[src/rtl/instr_fetch_unit_pkg.sv]
// Shared definitions for the fetch front-end and the control unit that consumes
// its T/OPC/pc_bits split.
package instr_fetch_unit_pkg;

   localparam int unsigned FETCH_ADDR_W  = 32;
   localparam int unsigned FETCH_INSTR_W = 32;

   localparam int unsigned T_MSB   = 31;
   localparam int unsigned T_LSB   = 30;
   localparam int unsigned OPC_MSB = 29;
   localparam int unsigned OPC_LSB = 27;

   localparam logic [1:0] MOVEMENT     = 2'b00;
   localparam logic [1:0] LOGIC        = 2'b01;
   localparam logic [1:0] ARITHMETIC   = 2'b10;
   localparam logic [1:0] FLOW_CONTROL = 2'b11;

   localparam logic [2:0] OPC_JUMP   = 3'b000;
   localparam logic [2:0] OPC_BRANCH = 3'b001;
   localparam logic [2:0] OPC_JAL    = 3'b010;
   localparam logic [2:0] OPC_JRAL   = 3'b011;
   localparam logic [2:0] OPC_RET    = 3'b100;

   typedef enum logic [1:0] {
      ST_RUN,
      ST_DRAIN,
      ST_FAULT
   } fetch_state_e;

   typedef struct packed {
      logic [FETCH_ADDR_W-1:0]  pc;
      logic [FETCH_INSTR_W-1:0] instr;
   } fetch_entry_t;

endpackage

[src/rtl/instr_fetch_unit_if.sv]
// Redirect, instruction-memory and decode-handshake signals of the fetch unit.
// master = fetch unit side, slave = memory/decode/control side.
interface instr_fetch_unit_if
   import instr_fetch_unit_pkg::*;
#(
   parameter int unsigned ADDR_W  = FETCH_ADDR_W,
   parameter int unsigned INSTR_W = FETCH_INSTR_W
);
   logic               redirect_i;
   logic [ADDR_W-1:0]  redirect_pc_i;
   logic               imem_req_o;
   logic [ADDR_W-1:0]  imem_addr_o;
   logic               imem_gnt_i;
   logic               imem_rvalid_i;
   logic [INSTR_W-1:0] imem_rdata_i;
   logic               if_valid_o;
   logic               id_ready_i;
   logic [INSTR_W-1:0] instr_o;
   logic [1:0]         T_o;
   logic [2:0]         OPC_o;
   logic [ADDR_W-1:0]  pc_o;
   logic [1:0]         pc_bits_o;
   logic               misalign_o;

   modport master (
      input  redirect_i, redirect_pc_i, imem_gnt_i, imem_rvalid_i, imem_rdata_i, id_ready_i,
      output imem_req_o, imem_addr_o, if_valid_o, instr_o, T_o, OPC_o, pc_o, pc_bits_o, misalign_o
   );

   modport slave (
      output redirect_i, redirect_pc_i, imem_gnt_i, imem_rvalid_i, imem_rdata_i, id_ready_i,
      input  imem_req_o, imem_addr_o, if_valid_o, instr_o, T_o, OPC_o, pc_o, pc_bits_o, misalign_o
   );
endinterface

[src/rtl/instr_fetch_unit_fetch_buffer.sv]
// Synchronous FIFO with clear; used both for fetched {pc, instr} entries and
// for the per-request PC queue.
module fetch_buffer #(
   parameter int unsigned W     = 64,
   parameter int unsigned DEPTH = 2
) (
   input  logic                       clk,
   input  logic                       rst,
   input  logic                       push,
   input  logic [W-1:0]               wdata,
   input  logic                       pop,
   input  logic                       clear,
   output logic [W-1:0]               rdata,
   output logic [$clog2(DEPTH+1)-1:0] count,
   output logic                       full,
   output logic                       empty
);
   localparam int unsigned PTR_W = (DEPTH > 1) ? $clog2(DEPTH) : 1;
   localparam int unsigned CNT_W = $clog2(DEPTH + 1);
   localparam logic [PTR_W-1:0] LAST_PTR = PTR_W'(DEPTH - 1);
   localparam logic [CNT_W-1:0] FULL_CNT = CNT_W'(DEPTH);

   logic [W-1:0]     mem [DEPTH];
   logic [PTR_W-1:0] wr_ptr, rd_ptr;
   logic             do_push, do_pop;

   assign full    = (count == FULL_CNT);
   assign empty   = (count == '0);
   assign do_push = push && !full;
   assign do_pop  = pop && !empty;
   assign rdata   = mem[rd_ptr];

   function automatic logic [PTR_W-1:0] ptr_inc(input logic [PTR_W-1:0] p);
      return (p == LAST_PTR) ? '0 : p + PTR_W'(1);
   endfunction

   always_ff @(posedge clk) begin
      if (rst || clear) begin
         wr_ptr <= '0;
         rd_ptr <= '0;
         count  <= '0;
      end else begin
         if (do_push) wr_ptr <= ptr_inc(wr_ptr);
         if (do_pop)  rd_ptr <= ptr_inc(rd_ptr);
         count <= count + CNT_W'(do_push) - CNT_W'(do_pop);
      end
   end

   always_ff @(posedge clk) begin
      if (do_push && !clear) mem[wr_ptr] <= wdata;
   end

endmodule

[src/rtl/instr_fetch_unit.sv]
// Fetch front-end: issues instruction-memory requests, buffers responses and
// presents them to decode; flushes on control-unit redirects.
//
// state | meaning
// RUN   | normal fetch, responses buffered
// DRAIN | redirect pending, stale responses dropped, no requests
// FAULT | misaligned target held as a fault entry until next redirect
module instr_fetch_unit
   import instr_fetch_unit_pkg::*;
#(
   parameter int unsigned       ADDR_W   = FETCH_ADDR_W,
   parameter int unsigned       INSTR_W  = FETCH_INSTR_W,
   parameter int unsigned       DEPTH    = 2,
   parameter logic [ADDR_W-1:0] RESET_PC = '0
) (
   input logic                clk,
   input logic                rst,
   instr_fetch_unit_if.master bus
);
   localparam int unsigned CNT_W = $clog2(DEPTH + 1);
   localparam int unsigned ENT_W = ADDR_W + INSTR_W;
   localparam logic [CNT_W:0] DEPTH_L = (CNT_W + 1)'(DEPTH);

   fetch_state_e       state_q, state_d;
   logic [ADDR_W-1:0]  fetch_pc_q, fault_pc_q, req_pc, pc;
   logic [CNT_W-1:0]   drop_cnt_q, drop_cnt_d;
   logic [CNT_W-1:0]   outstanding, out_next, buf_count, occ_after;
   logic [CNT_W:0]     inflight;
   logic [ENT_W-1:0]   head;
   logic [INSTR_W-1:0] instr;
   logic               buf_full, buf_empty, pcq_full, pcq_empty;
   logic               req, issue, rsp, keep, pop, valid, misalign;

   // outstanding is the PC queue depth: one entry per issued, unanswered request
   fetch_buffer #(.W(ADDR_W), .DEPTH(DEPTH)) u_pc_queue (
      .clk(clk), .rst(rst), .push(issue), .wdata(fetch_pc_q), .pop(rsp), .clear(1'b0),
      .rdata(req_pc), .count(outstanding), .full(pcq_full), .empty(pcq_empty)
   );

   fetch_buffer #(.W(ENT_W), .DEPTH(DEPTH)) u_fetch_buffer (
      .clk(clk), .rst(rst), .push(keep), .wdata({req_pc, bus.imem_rdata_i}), .pop(pop),
      .clear(bus.redirect_i), .rdata(head), .count(buf_count), .full(buf_full), .empty(buf_empty)
   );

   assign rsp       = bus.imem_rvalid_i && !pcq_empty;
   assign pop       = !rst && (state_q == ST_RUN) && !buf_empty && bus.id_ready_i;
   assign occ_after = buf_count - CNT_W'(pop);
   assign inflight  = {1'b0, outstanding} + {1'b0, occ_after};
   assign req       = !rst && (state_q == ST_RUN) && !bus.redirect_i && !pcq_full && (inflight < DEPTH_L);
   assign issue     = req && bus.imem_gnt_i;
   assign keep      = rsp && (state_q == ST_RUN) && !bus.redirect_i && !buf_full;
   assign out_next  = outstanding + CNT_W'(issue) - CNT_W'(rsp);

   always_comb begin
      drop_cnt_d = drop_cnt_q;
      if (bus.redirect_i)
         drop_cnt_d = out_next;
      else if ((state_q != ST_RUN) && rsp && (drop_cnt_q != '0))
         drop_cnt_d = drop_cnt_q - CNT_W'(1);
   end

   always_ff @(posedge clk) begin
      if (rst) state_q <= ST_RUN;
      else     state_q <= state_d;
   end

   always_comb begin
      state_d = state_q;
      if (bus.redirect_i) begin
         if (bus.redirect_pc_i[1:0] != 2'b00) state_d = ST_FAULT;
         else if (out_next != '0)             state_d = ST_DRAIN;
         else                                 state_d = ST_RUN;
      end else if ((state_q == ST_DRAIN) && (drop_cnt_d == '0)) begin
         state_d = ST_RUN;
      end
   end

   always_ff @(posedge clk) begin
      if (rst) begin
         fetch_pc_q <= RESET_PC;
         fault_pc_q <= '0;
         drop_cnt_q <= '0;
      end else begin
         drop_cnt_q <= drop_cnt_d;
         if (bus.redirect_i) begin
            fetch_pc_q <= bus.redirect_pc_i;
            fault_pc_q <= bus.redirect_pc_i;
         end else if (issue) begin
            fetch_pc_q <= fetch_pc_q + ADDR_W'(4);
         end
      end
   end

   always_comb begin
      valid    = 1'b0;
      misalign = 1'b0;
      instr    = '0;
      pc       = '0;
      if (!rst) begin
         case (state_q)
            ST_RUN: begin
               if (!buf_empty) begin
                  valid = 1'b1;
                  instr = head[INSTR_W-1:0];
                  pc    = head[ENT_W-1:INSTR_W];
               end
            end
            ST_FAULT: begin
               valid    = 1'b1;
               misalign = 1'b1;
               pc       = fault_pc_q;
            end
            default: ;
         endcase
      end
      bus.imem_req_o  = req;
      bus.imem_addr_o = fetch_pc_q;
      bus.if_valid_o  = valid;
      bus.misalign_o  = misalign;
      bus.instr_o     = instr;
      bus.T_o         = instr[T_MSB:T_LSB];
      bus.OPC_o       = instr[OPC_MSB:OPC_LSB];
      bus.pc_o        = pc;
      bus.pc_bits_o   = pc[1:0];
   end

endmodule

[src/flat_wrapper.sv]
// flat-port wrapper written by rule: the top's interface ports become plain ports
module instr_fetch_unit_flat import instr_fetch_unit_pkg::*;
#(
   parameter int unsigned       ADDR_W   = FETCH_ADDR_W,
   parameter int unsigned       INSTR_W  = FETCH_INSTR_W,
   parameter int unsigned       DEPTH    = 2,
   parameter logic [ADDR_W-1:0] RESET_PC = '0
)
  (clk, rst, bus_redirect_i, bus_redirect_pc_i, bus_imem_gnt_i, bus_imem_rvalid_i, bus_imem_rdata_i, bus_id_ready_i, bus_imem_req_o, bus_imem_addr_o, bus_if_valid_o, bus_instr_o, bus_T_o, bus_OPC_o, bus_pc_o, bus_pc_bits_o, bus_misalign_o);
  instr_fetch_unit_if #(.ADDR_W(ADDR_W), .INSTR_W(INSTR_W)) bus_i ();
  input logic clk;
  input logic rst;
  input wire logic [$bits(bus_i.redirect_i)-1:0] bus_redirect_i;
  input wire logic [$bits(bus_i.redirect_pc_i)-1:0] bus_redirect_pc_i;
  input wire logic [$bits(bus_i.imem_gnt_i)-1:0] bus_imem_gnt_i;
  input wire logic [$bits(bus_i.imem_rvalid_i)-1:0] bus_imem_rvalid_i;
  input wire logic [$bits(bus_i.imem_rdata_i)-1:0] bus_imem_rdata_i;
  input wire logic [$bits(bus_i.id_ready_i)-1:0] bus_id_ready_i;
  output wire logic [$bits(bus_i.imem_req_o)-1:0] bus_imem_req_o;
  output wire logic [$bits(bus_i.imem_addr_o)-1:0] bus_imem_addr_o;
  output wire logic [$bits(bus_i.if_valid_o)-1:0] bus_if_valid_o;
  output wire logic [$bits(bus_i.instr_o)-1:0] bus_instr_o;
  output wire logic [$bits(bus_i.T_o)-1:0] bus_T_o;
  output wire logic [$bits(bus_i.OPC_o)-1:0] bus_OPC_o;
  output wire logic [$bits(bus_i.pc_o)-1:0] bus_pc_o;
  output wire logic [$bits(bus_i.pc_bits_o)-1:0] bus_pc_bits_o;
  output wire logic [$bits(bus_i.misalign_o)-1:0] bus_misalign_o;
  assign bus_i.redirect_i = bus_redirect_i;
  assign bus_i.redirect_pc_i = bus_redirect_pc_i;
  assign bus_i.imem_gnt_i = bus_imem_gnt_i;
  assign bus_i.imem_rvalid_i = bus_imem_rvalid_i;
  assign bus_i.imem_rdata_i = bus_imem_rdata_i;
  assign bus_i.id_ready_i = bus_id_ready_i;
  assign bus_imem_req_o = bus_i.imem_req_o;
  assign bus_imem_addr_o = bus_i.imem_addr_o;
  assign bus_if_valid_o = bus_i.if_valid_o;
  assign bus_instr_o = bus_i.instr_o;
  assign bus_T_o = bus_i.T_o;
  assign bus_OPC_o = bus_i.OPC_o;
  assign bus_pc_o = bus_i.pc_o;
  assign bus_pc_bits_o = bus_i.pc_bits_o;
  assign bus_misalign_o = bus_i.misalign_o;
  instr_fetch_unit #(.ADDR_W(ADDR_W), .INSTR_W(INSTR_W), .DEPTH(DEPTH), .RESET_PC(RESET_PC)) u_core (.clk(clk), .rst(rst), .bus(bus_i));
endmodule
[config.mk]
export PLATFORM = sky130hd
export DESIGN_NAME = instr_fetch_unit_flat
export DESIGN_NICKNAME = d
export VERILOG_FILES = /design/src/rtl/instr_fetch_unit_pkg.sv /design/src/rtl/instr_fetch_unit_if.sv /design/src/rtl/instr_fetch_unit_fetch_buffer.sv /design/src/rtl/instr_fetch_unit.sv /design/src/flat_wrapper.sv
export SDC_FILE = /design/constraint.sdc
export NUM_CORES = 1
export LEC_CHECK = 0
export ABC_AREA = 1
export CAP_MARGIN = 40
export CORE_ASPECT_RATIO = 0.7
export CORE_UTILIZATION = 45
export CTS_CLUSTER_SIZE = 16
export DETAILED_ROUTE_END_ITERATION = 6
export PLACE_DENSITY = 0.71
export SLEW_MARGIN = 25
export SYNTH_ARGS = -nofsm -noshare
export SYNTH_HDL_FRONTEND = slang
export SYNTH_HIERARCHICAL = 1
export SYNTH_SLANG_ARGS = --single-unit
[constraint.sdc]
create_clock -name clk -period 7.1 [get_ports clk]
set_input_delay 1.065 -clock clk [delete_from_list [all_inputs] [get_ports clk]]
set_output_delay 1.065 -clock clk [all_outputs]
set_load 0.03 [all_outputs]
Yosys cells after proc, flatten, opt, wreduce, memory -nomap -nowiden
Memories as Yosys holds them, arrays and structs flattened. A register that Yosys moved wholly into a read port is not among the register bits.
Cells that the tools add are included.
- add/subtract/negate cells: 14
- multipliers: 0
- div/mod/pow operators: 0
- magnitude comparators: 1
- eq/ne operators: 4
- shift-type cells: 0
- multiplexer cells: 31
- bitwise gates (word level): 0
- reductions and logical operators: 36
- operators by type and width (kind ; count):
    $mux 32 ; 7
    $pmux 32 s2 ; 1
    $add 32x3->32 const B ; 1
    $logic_and 1x1->1 ; 19
    $mux 1 ; 17
    $reduce_bool 2->1 ; 6
    $mux 2 ; 5
    $logic_not 2->1 ; 4
    $sub 2x1->2 ; 4
    $add 2x1->2 ; 3
    $eq 2x2->1 const B ; 3
    $logic_not 1->1 ; 6
    $add 1x1->1 const B ; 4
    $add 2x2->3 ; 1
    $lt 3x2->1 const B ; 1
    $eq 2x1->1 const B ; 1
    $pmux 1 s2 ; 1
    $sub 2x1->2 const B ; 1
    $logic_or 1x1->1 ; 1
- register bits: 76
- bits in latches: 0
- RAM bits: 192
- ROM bits: 0
- word-level logic and storage cells: 98
- memories kept: 2
- memory list (name ; words ; bits a word ; read ports ; clocked after memory_dff ; wr ports ; line ; text):
    u_core.u_fetch_buffer.mem ; 2 ; 64 ; 1 ; 1 ; 1 ; instr_fetch_unit_fetch_buffer.sv:23 ; logic [W-1:0] mem [DEPTH];
    u_core.u_pc_queue.mem ; 2 ; 32 ; 1 ; 1 ; 1 ; instr_fetch_unit_fetch_buffer.sv:23 ;

Logic depth before layout (Yosys ltp)
- word-level depth: 16
- gate-level depth with buffers: 26
- depth with buffers taken out: 25

Modules after synthesis
Netlist, hierarchy kept.
- modules (own cells, without submodules) (module ; times used ; cells an instance ; area an instance (um^2)):
    fetch_buffer (u_core.u_fetch_buffer) ; 1 ; 237 ; 5173.7
    instr_fetch_unit ; 1 ; 682 ; 4274.1
    fetch_buffer (u_core.u_pc_queue) ; 1 ; 138 ; 2718.9

Worst setup path after synthesis
OpenSTA, ideal clock, no wires.
- path type: input to register
- start point: in bus_redirect_i
- end point: mem u_core.u_fetch_buffer.mem[0][0] (enable)
- arrival: 6.137 ns
- path slack: 0.399 ns
- stages on the path: 6
- path buffers: 1
- path through: inv_2 -> clkbuf_1 -> nand3_1 -> nor2_1 -> nand2_1 -> nor3_1
- word-level cells in the longest chain between the ends: 7
- RTL lines (item ; line ; text):
    from (decl) ; flat_wrapper.sv:13 ; input wire logic [$bits(bus_i.redirect_i)-1:0] bus_redirect_i;
    $logic_not 1->1 ; instr_fetch_unit.sv:51 ; assign keep = rsp && (state_q == ST_RUN) && !bus.redirect_i && !buf_full;
    $logic_and 1x1->1 (2 in a row) ; instr_fetch_unit.sv:51 ;
    via u_core.keep ; instr_fetch_unit.sv:32 ; logic req, issue, rsp, keep, pop, valid, misalign;
    $logic_and 1x1->1 ; instr_fetch_unit_fetch_buffer.sv:29 ; assign do_push = push && !full;
    $logic_and 1x1->1 ; instr_fetch_unit_fetch_buffer.sv:50 ; if (do_push && !clear) mem[wr_ptr] <= wdata;
    $mux 1 ; instr_fetch_unit_fetch_buffer.sv:50 ;
    $mux 1 (implied by the code) ; instr_fetch_unit_fetch_buffer.sv:50 ;
    to (decl) ; instr_fetch_unit_fetch_buffer.sv:23 ;
The timed path passes the listed nets, and every way through them passes these cells.

Worst setup path after layout
- start point: reg u_core.state_q[0]
- end point: out bus_imem_req_o
- word-level cells in the longest chain between the ends: 8
- elaborated cells on any way between the ends: 10
- RTL lines (item ; line ; text):
    from (decl) ; instr_fetch_unit.sv:24 ; fetch_state_e state_q, state_d;
    from (signal assigned) ; instr_fetch_unit.sv:64 ; else state_q <= state_d;
    $logic_not 2->1 ; instr_fetch_unit.sv:46 ; assign pop = !rst && (state_q == ST_RUN) && !buf_empty && bus.id_ready_i;
    $logic_and 1x1->1 (3 in a row) ; instr_fetch_unit.sv:46 ;
    via u_core.pop ; instr_fetch_unit.sv:32 ;
    $sub 2x1->2 ; instr_fetch_unit.sv:47 ; assign occ_after = buf_count - CNT_W'(pop);
    $add 2x2->3 ; instr_fetch_unit.sv:48 ; assign inflight = {1'b0, outstanding} + {1'b0, occ_after};
    $lt 3x2->1 ; instr_fetch_unit.sv:49 ; assign req = !rst && (state_q == ST_RUN) && !bus.redirect_i && !pcq_full && (inflight < DEPTH_L);
    $logic_and 1x1->1 ; instr_fetch_unit.sv:49 ;
    to (decl) ; flat_wrapper.sv:19 ; output wire logic [$bits(bus_i.imem_req_o)-1:0] bus_imem_req_o;
The timed path passes the listed nets, and every way through them passes these cells.

==> impl_metrics.yaml <==
cells_and_area:
  fill_cells: 2203
  final_common_cell: "edfxtp_1"
  diodes: 0
  finalInstanceArea_um2: 15000
  nNetsFinal: 1311
  area_growth_pct: 23.6
  drive_above_1_share: 0.149
  final_cell_mix: "edfxtp_1 (192), clkdlybuf4s50_1 (174), nand2_1 (172), nor2_1 (123), inv_1 (113)"
global_routing:
  antenna_found_initial: 0
  track_usage: 0.208
  grt_pass1_vias: 7937
  grt_max_degree: 49
  grt_overflow: 0
  grt_first_pass_wirelength_um: 44300
cts:
  cts_max_path_buffers: 3
  postCtsSetupBuffers: 0
  cts_tree: "built"
  cts_resized: 0
  cts.sink_count: 270
  htreeDepth: 1
  cts-root-buf: "clkbuf_16"
  cts_buffers: 26
  ctsHoldBuffers: 0
  clk_pin_slew_ps: 70
  clkLatencyLatePin_ps: 530
critical_path:
  cp-start-kind: "register"
  end_kind: "primary output"
  cp_max_fo: 33
  worstSetupPathType: "register to primary output"
  arrival_ps: 4610
  required_ps: 6030
routing:
  ant_nets: 0
  first_pass_iters: 6
  vias: 8217
  drt_wl_total_um: 28700
  route.detailed.drc: 0
  vias_per_cell: 5.11
  wl_per_cell_um: 17.9
  drtIter0Drc: 584
synthesis:
  synth_top_area_share: 0.474
  yosysSeqAreaShare: 0.602
  synth-edff-count: 192
  yosys-top-cells-area: "edfxtp_1 (47%), dfxtp_1 (13%), mux2_4 (11%), nand2_1 (5.3%), nor2_1 (3.9%)"
  synth_top_area_cell: "edfxtp_1"
  syn_inst: 1057
  avgSynthCellArea_um2: 11.5
  ys_ff_latch: 270
  ys.flop_type: "edfxtp_1"
  yosys_warnings: 6
  synth_area_um2: 12200
  synth.distinct_cells: 47
  async_flop_share: 0
place:
  io_buffers: 175
  place_congestion: 0.859
  hpwl_um: 19900
  placed_area_um2: 14100
power_and_ir_drop:
  power_frac_comb: 0.062
  p_sw_frac: 0.217
  pwr-share-clk: 0.422
  power.switching_mw: 0.731
  leakage_nw: 5.58
  total_power_mw: 3.37
  ir_drop_v: 0.000153
  p_per_area_nw_per_um2: 224
  seqPwrFrac: 0.516
  p_int_mw: 2.64
timing:
  rsz0062_at_grt: "no"
  tightestPinTransition_ps: 760
  fin_skew_ps: 11.1
  setup_viol: 0
  fin_crit_ps: 5680
  max_freq_mhz: 176
  drv_slew: 0
  relSlewSlack: 0.493
  setup_tns_ps: 0
  min_period_over_period: 0.799
  hold_viol_final: 0
floorplan:
  design.die.area_um2: 27700
  die_w_um: 199
  core_area_um2: 26100
  ioPinCount: 176
  fp.dieH_um: 140
  start_util: 0.466
  rows: 49
status:
  status: "finished clean"
worst_hold_path:
  hp-class: "register to register"
job:
  cap_violations: 0
[cell families after synthesis]
family / count (synthesis) / share of synthesized area
AOI/OAI and AO/OA: 128 / 0.0623
and+or+nand+nor: 383 / 0.135
xor gates and xnor gates: 4 / 0.00288
muxes: 96 / 0.117
buffers and inverters: 165 / 0.0693
other: 1 / 0.000308
adders and majority gates: 10 / 0.0109
DFF: 270 / 0.602
[layer usage]
metal  GRT usage  vias up  share of wire
li1            -     3951              -
met1       0.296     3921           0.44
met2       0.336      307           0.46
met3      0.0351       38          0.080
met4      0.0421        0          0.018
met5           0        -              0
[registers in the layout (all words and copies together), names as in the netlist, named ones only]
register and flops:
u_core/u_fetch_buffer/mem 128, u_core/u_fetch_buffer/wr_ptr 1, u_core/u_fetch_buffer/count 2, u_core/state_q 2, u_core/fault_pc_q 32, u_core/bus.imem_addr_o 32, u_core/u_pc_queue/count 2, u_core/u_pc_queue/wr_ptr 1
u_core/u_pc_queue/mem 64, u_core/drop_cnt_q 2, u_core/u_fetch_buffer/rd_ptr 1, u_core/u_pc_queue/rd_ptr 1
[stage by stage]
step,hold WS (ps),util,setup slack (ps),cells
final,461,0.576,1420,1608
after global routing,484,0.576,1180,1608
after CTS,464,0.576,1450,1608
after detailed placement,447,0.542,1590,1560
after global placement,441,0.540,1770,1559
after floorplan,426,-,399,1060
[power groups by stage]
| stage | Combinational [mW] | Clock [mW] | Sequential, mW |
|---|---|---|---|
| detailed placement | 0.208 | 0 | 1.77 |
| finish | 0.209 | 1.42 | 1.74 |
| CTS | 0.209 | 1.45 | 1.74 |
| global placement | 0.203 | 0 | 1.77 |
| floorplan | 0.0885 | 0 | 1.78 |
| global route | 0.226 | 1.52 | 1.74 |
[synthesized netlist by cell type, types with 6 or more instances]
master,count
buf_12,9
a31oi_1,9
clkbuf_1,23
nor2_1,127
ha_1,9
dfxtp_1,78
edfxtp_1,192
a22oi_1,32
buf_4,9
a21oi_1,45
mux2_4,90
nand2_1,172
inv_1,113
nand4_1,6
mux2_2,6
nor3_1,10
nand3_1,43
o21ai_0,29
[critical path, cell delays in order (launching register included)]
cell             delay (ps)
dfxtp_1                 330
inv_1                   150
nand2_1                 110
nor2_2                   80
buf_4                   400
nand2_1                 120
buf_4                   260
nor2_1                  500
ha_1                    340
inv_1                    60
nand2_1                  60
fa_1                    490
inv_1                    60
nor3_4                  220
nand2_1                 130
inv_1                    70
clkdlybuf4s50_1         660
[worst paths after layout]
kind / slack (ps) / cells past startpoint / end / from
max: 1420 / 16 / bus_imem_req_o / u_core/state_q[0]
min: 460 / 2 / u_core/fault_pc_q[8] / u_core/fault_pc_q[8]
max reg2reg: 1740 / 18 / u_core/u_pc_queue/mem[1][10] / u_core/state_q[0]
min reg2reg: 460 / 2 / u_core/fault_pc_q[8] / u_core/fault_pc_q[8]
[area by class of cell]
class / count / area (µm²) / share of cell area
well taps: 357 / 447 / 0.0297
flip-flops and latches: 270 / 7330 / 0.488
multi-input cells: 625 / 4030 / 0.268
repair buffers: 191 / 1890 / 0.125
inverters: 117 / 445 / 0.0296
clock buffers: 41 / 791 / 0.0526
clock inverters: 7 / 104 / 0.00691
Power figures use the tool's default switching activity.
